**src/rtl/lsu_mem_port.sv**
```systemverilog
// lsu_mem_port: turns core byte/half/word loads and stores into word accesses on a 1-cycle synchronous RAM.
// Define LSU_ALIGN_CHECK_EN to report misaligned/illegal requests via resp_err; otherwise they are force-aligned.
module lsu_mem_port #(
  parameter int unsigned ADDR_WIDTH = 10,
  parameter int unsigned DATA_WIDTH = 32
) (
  input  logic                  clk,
  input  logic                  rst_n,
  input  logic                  req_valid,
  output logic                  req_ready,
  input  logic                  req_we,
  input  logic [1:0]            req_size,
  input  logic                  req_unsigned,
  input  logic [ADDR_WIDTH-1:0] req_addr,
  input  logic [DATA_WIDTH-1:0] req_wdata,
  output logic                  resp_valid,
  output logic [DATA_WIDTH-1:0] resp_rdata,
  output logic                  resp_err,
  output logic [ADDR_WIDTH-1:0] mem_addr,
  output logic [DATA_WIDTH-1:0] mem_wdata,
  output logic                  mem_wen,
  input  logic [DATA_WIDTH-1:0] mem_rdata
);

  localparam logic [1:0] SZ_BYTE = 2'b00;
  localparam logic [1:0] SZ_HALF = 2'b01;
  localparam logic [1:0] SZ_WORD = 2'b10;

  typedef enum logic [2:0] {IDLE, RD, RD_WAIT, RMW_RD, RMW_MRG, WR, ERR} state_t;

  state_t      state;
  logic [1:0]  op_size;
  logic        op_unsigned;
  logic [1:0]  op_lane;
  logic [15:0] op_wdata;

  logic [1:0]  acc_size;
  logic [1:0]  acc_lane;
`ifdef LSU_ALIGN_CHECK_EN
  logic        acc_err;
`endif

  assign req_ready = (state == IDLE);

  // Request decode: either flag bad alignment/size or coerce the request into a legal one.
  always_comb begin
    acc_size = req_size;
    acc_lane = req_addr[1:0];
`ifdef LSU_ALIGN_CHECK_EN
    acc_err  = (req_size == 2'b11) ||
               ((req_size == SZ_HALF) && req_addr[0]) ||
               ((req_size == SZ_WORD) && (req_addr[1:0] != 2'b00));
`else
    if (req_size == 2'b11) acc_size = SZ_WORD;
    if (acc_size == SZ_HALF)      acc_lane[0] = 1'b0;
    else if (acc_size == SZ_WORD) acc_lane    = 2'b00;
`endif
  end

  // Little-endian lane extraction with sign/zero extension.
  function automatic logic [DATA_WIDTH-1:0] load_extend(input logic [DATA_WIDTH-1:0] w,
                                                        input logic [1:0] sz,
                                                        input logic uns,
                                                        input logic [1:0] lane);
    logic [7:0]  b;
    logic [15:0] h;
    b = w[{lane, 3'b000} +: 8];
    h = w[{lane[1], 4'b0000} +: 16];
    case (sz)
      SZ_BYTE: load_extend = {{(DATA_WIDTH-8){b[7] & ~uns}}, b};
      SZ_HALF: load_extend = {{(DATA_WIDTH-16){h[15] & ~uns}}, h};
      default: load_extend = w;
    endcase
  endfunction

  function automatic logic [DATA_WIDTH-1:0] store_merge(input logic [DATA_WIDTH-1:0] w,
                                                        input logic [1:0] sz,
                                                        input logic [1:0] lane,
                                                        input logic [15:0] d);
    store_merge = w;
    if (sz == SZ_BYTE) store_merge[{lane, 3'b000} +: 8]     = d[7:0];
    else               store_merge[{lane[1], 4'b0000} +: 16] = d;
  endfunction

  always_ff @(posedge clk or negedge rst_n) begin
    if (!rst_n) begin
      state       <= IDLE;
      op_size     <= '0;
      op_unsigned <= 1'b0;
      op_lane     <= '0;
      op_wdata    <= '0;
      resp_valid  <= 1'b0;
      resp_rdata  <= '0;
`ifdef LSU_ALIGN_CHECK_EN
      resp_err    <= 1'b0;
`endif
      mem_addr    <= '0;
      mem_wdata   <= '0;
      mem_wen     <= 1'b0;
    end else begin
      resp_valid <= 1'b0;
      mem_wen    <= 1'b0;
`ifdef LSU_ALIGN_CHECK_EN
      resp_err   <= 1'b0;
`endif
      case (state)
        IDLE: begin
          if (req_valid) begin
            op_size     <= acc_size;
            op_unsigned <= req_unsigned;
            op_lane     <= acc_lane;
            op_wdata    <= req_wdata[15:0];
            mem_addr    <= {req_addr[ADDR_WIDTH-1:2], 2'b00};
`ifdef LSU_ALIGN_CHECK_EN
            if (acc_err) state <= ERR;
            else
`endif
            if (!req_we) state <= RD;
            else if (acc_size == SZ_WORD) begin
              state     <= WR;
              mem_wen   <= 1'b1;
              mem_wdata <= req_wdata;
            end else state <= RMW_RD;
          end
        end
        RD:      state <= RD_WAIT;
        RD_WAIT: begin
          resp_rdata <= load_extend(mem_rdata, op_size, op_unsigned, op_lane);
          resp_valid <= 1'b1;
          state      <= IDLE;
        end
        RMW_RD:  state <= RMW_MRG;
        RMW_MRG: begin
          mem_wdata <= store_merge(mem_rdata, op_size, op_lane, op_wdata);
          mem_wen   <= 1'b1;
          state     <= WR;
        end
        WR: begin
          resp_valid <= 1'b1;
          state      <= IDLE;
        end
`ifdef LSU_ALIGN_CHECK_EN
        ERR: begin
          resp_valid <= 1'b1;
          resp_err   <= 1'b1;
          resp_rdata <= '0;
          state      <= IDLE;
        end
`endif
        default: state <= IDLE;
      endcase
    end
  end

`ifndef LSU_ALIGN_CHECK_EN
  assign resp_err = 1'b0;
`endif

endmodule

```
**config.mk**
```make
export PLATFORM = sky130hd
export DESIGN_NAME = lsu_mem_port
export DESIGN_NICKNAME = d
export VERILOG_FILES = /design/src/rtl/lsu_mem_port.sv
export SDC_FILE = /design/constraint.sdc
export NUM_CORES = 1
export LEC_CHECK = 0
export CAP_MARGIN = 20
export CORE_MARGIN = 5
export CORE_UTILIZATION = 47
export DETAILED_ROUTE_END_ITERATION = 8
export PLACE_DENSITY = 0.79
export SYNTH_ARGS = -nofsm -noshare
export SYNTH_HDL_FRONTEND = slang
export SYNTH_SLANG_ARGS = --single-unit
```
**constraint.sdc**
```tcl
create_clock -name clk -period 2.6 [get_ports clk]
set_input_delay 0.52 -clock clk [delete_from_list [all_inputs] [get_ports clk]]
set_output_delay 0.52 -clock clk [all_outputs]
set_load 0.005 [all_outputs]
```
==> impl_metrics.json <==
{
  "crit_path_end_kind": "flip-flop",
  "grt.overflow.total": 0,
  "htree_levels": 3,
  "critPathMaxStageDelay_ns": 0.56,
  "drt_iter0_drc": 564,
  "path_clk_slew_ns": 0.10,
  "hold_slack_ns": 0.106,
  "rsz0062_at_grt": "no",
  "final_area_sq_um": 6950,
  "wirelength_mm": 16.7,
  "worst-path-buf-inv": 1,
  "seqCellArea_sq_um": 2450,
  "grt_max_degree": 64,
  "final_util": 0.647,
  "synth-edff-count": 0,
  "fin_crit_ns": 2.42,
  "slowest_stage": "dfrtp_1",
  "fin_setup_tns_ns": 0,
  "antenna_found_initial": 0,
  "setup_violations": 0,
  "clock_path_buffers": 2,
  "r2r-start": "op_lane[1]$_DFFE_PN0P_",
  "synthFlopType": "dfrtp_1",
  "antennaDiodeCount": 0,
  "cts_buffers": 9,
  "fin_ws_ns": 0.181,
  "post_cts_resized": 0,
  "yosysSeqAreaShare": 0.481,
  "synth_area_leaders": "dfrtp_1, o21ai_0, mux2_2",
  "fin_crit_sh": 0.930,
  "core-area_sq_um": 10700,
  "place_ws_ns": 0.298,
  "routedWlPerCell_microns": 20.6,
  "tightest_slew_ns": 0.809,
  "nFillCells": 918,
  "ys_ff_latch": 98,
  "critPathKind": "flip-flop to flip-flop",
  "dp_hpwl_mm": 12.4,
  "crit_family": "flip-flops",
  "path_cells": "buf_4 -> ha_1 -> nor2b_1 -> a31oi_1 -> o22ai_1",
  "hold_path.class": "input pin to async pin",
  "multi_input_area_sq_um": 2380,
  "root_buffer": "clkbuf_8",
  "die_h_microns": 114,
  "synth_warnings": 0,
  "die_x_microns": 114,
  "grt_pass1_vias": 5007,
  "leakage_nw": 3.03,
  "postSynthAreaPerCell_sq_um": 9.57,
  "synthDistinctLibCells": 47,
  "nets": 755,
  "status": "complete, no violations",
  "area_growth_pct": 36.3,
  "crit_path_max_fanout": 47,
  "post_cts_buffers": 0,
  "clock_sinks": 98,
  "finalMaxSlewViolations": 0,
  "final_hold_viol_count": 0,
  "fmax_mhz": 413,
  "crit_path_start": "op_lane[1]$_DFFE_PN0P_",
  "reg2regPathDepth": 5,
  "ant_nets": 0,
  "place.gp.congestion": 0.921,
  "arrival_ns": 2.71,
  "netlist.area_leader.share": 0.481,
  "synth_area_sq_um": 5100,
  "dpl_cell_area_sq_um": 6770,
  "start_util": 0.475,
  "start_kind": "flip-flop",
  "insertion_delay_ns": 0.37,
  "grt_util_all_layers": 0.254,
  "maxCapViolCount": 0,
  "synthArstFlopShare": 1.00,
  "io-pin-count": 159,
  "cts-hold-fix-buffers": 0,
  "dr.pass1.iters": 7,
  "slew_headroom": 0.456,
  "portBuffers": 155,
  "grt_first_pass_wirelength_mm": 26.2,
  "synth.largest_area_cell": "dfrtp_1",
  "crit_cells": 5,
  "row_count": 38,
  "powerDensity_nw_per_um2": 1140,
  "dieArea_sq_um": 13000,
  "tritoncts": "built",
  "ir_worst_vdd_mv": 0.511,
  "syn_inst": 533,
  "vias": 4957,
  "fin_skew_ns": 0.00971,
  "drc": 0,
  "crit_required_ns": 2.89,
  "viasPerCell": 6.09,
  "drive_gt1_frac": 0.101
}
[per-stage QoR]
stage	instances	power (mW)
floorplan	535	4.94
global placement	798	6.88
detailed placement	798	7.02
CTS	814	7.96
global route	814	8.50
finish	814	7.96
[final cells by class]
cell class,instances,share of cell area
Clock inverter,7,0.00756
Inverter,20,0.0108
Timing Repair Buffer,169,0.243
Tap cell,140,0.0252
Multi-Input combinational cell,371,0.342
Clock buffer,9,0.0178
Sequential cell,98,0.353
[final timing paths]
| kind | slack, ns | to |
|---|---|---|
| min | 0.11 | mem_wdata[2]$_DFFE_PN0P_ |
| min in group clk | 0.49 | resp_rdata[6]$_DFFE_PN0N_ |
| min reg2reg | 0.49 | resp_rdata[6]$_DFFE_PN0N_ |
| max in group asynchronous | 1.79 | resp_rdata[15]$_DFFE_PN0N_ |
| max reg2reg | 0.18 | mem_wdata[28]$_DFFE_PN0P_ |
| max | 0.18 | mem_wdata[28]$_DFFE_PN0P_ |
[worst reg2reg max path, delay by kind of cell, from the launching register on]
| kind | cells | cell delay [ns] |
|---|---|---|
| adders and majority gates | 1 | 0.42 |
| AOI/OAI and AO/OA | 2 | 0.38 |
| and+or+nand+nor | 1 | 0.55 |
| DFF | 1 | 0.56 |
| buffers and inverters | 1 | 0.43 |
[routing by layer]
layer | track usage | vias up | share of wire
met2 | 0.404 | 256 | 0.48
li1 | - | 2238 | -
met1 | 0.333 | 2409 | 0.40
met3 | 0.0555 | 54 | 0.082
met4 | 0.116 | 0 | 0.039
met5 | 0 | - | 0
[registers in the layout (all words and copies together) (netlist names)]
register	count
op_unsigned	1
op_lane	2
mem_addr	8
resp_rdata	32
mem_wdata	32
op_wdata	16
state	3
mem_wen	1
resp_valid	1
op_size	2
[cell usage after synthesis (3+ instances only)]
master    count
inv_1        20
mux2_1        3
buf_2         8
clkbuf_1     32
nand2_1      74
a222oi_1      7
nor2_1       23
a31oi_1      25
mux2_2       25
o22ai_1      16
a221oi_1     23
buf_4         3
nor3_1        7
dfrtp_1      98
mux2i_1      18
nand3_2      10
ha_1          5
nand3_1      26
a21oi_1       9
o21ai_0      64
a41oi_1       8
[cell usage in the layout (no fill, tap or decap), drive strengths merged, types with 2 or more instances in the layout]
cell type and n:
nor3 7, inv 22, nor2b 2, nand3 36
a21oi 9, a222oi 7, a31oi 25, o21a 2
buf 15, clkdlybuf4s50 154, mux2i 18, nand2 74
o21ai 64, a41oi 8, clkbuf 9, mux2 28
clkinv 4, nor3b 2, o22ai 16, dfrtp 98
ha 5, nor2 23, a221oi 23, and2 2
conb 3
[where the power goes]
part / total (mW) / internal, mW / switching, mW / leakage [nW]
sequential: 2.93 / 2.28 / 0.649 / 1.18
clock: 0.911 / 0.355 / 0.556 / 0.0900
combinational: 4.12 / 2.14 / 1.98 / 1.75
[cell families (layout without fill, tap and decap cells)]
logic type / Yosys count / after routing / synth area share
buffers and inverters: 66 / 205 / 0.0542
muxes: 47 / 47 / 0.102
and+or+nand+nor: 152 / 152 / 0.142
DFF: 98 / 98 / 0.481
adders and majority gates: 5 / 5 / 0.0123
AOI/OAI and AO/OA: 164 / 164 / 0.209
other: 1 / 3 / 0.000735
Power figures use the tool's default switching activity.
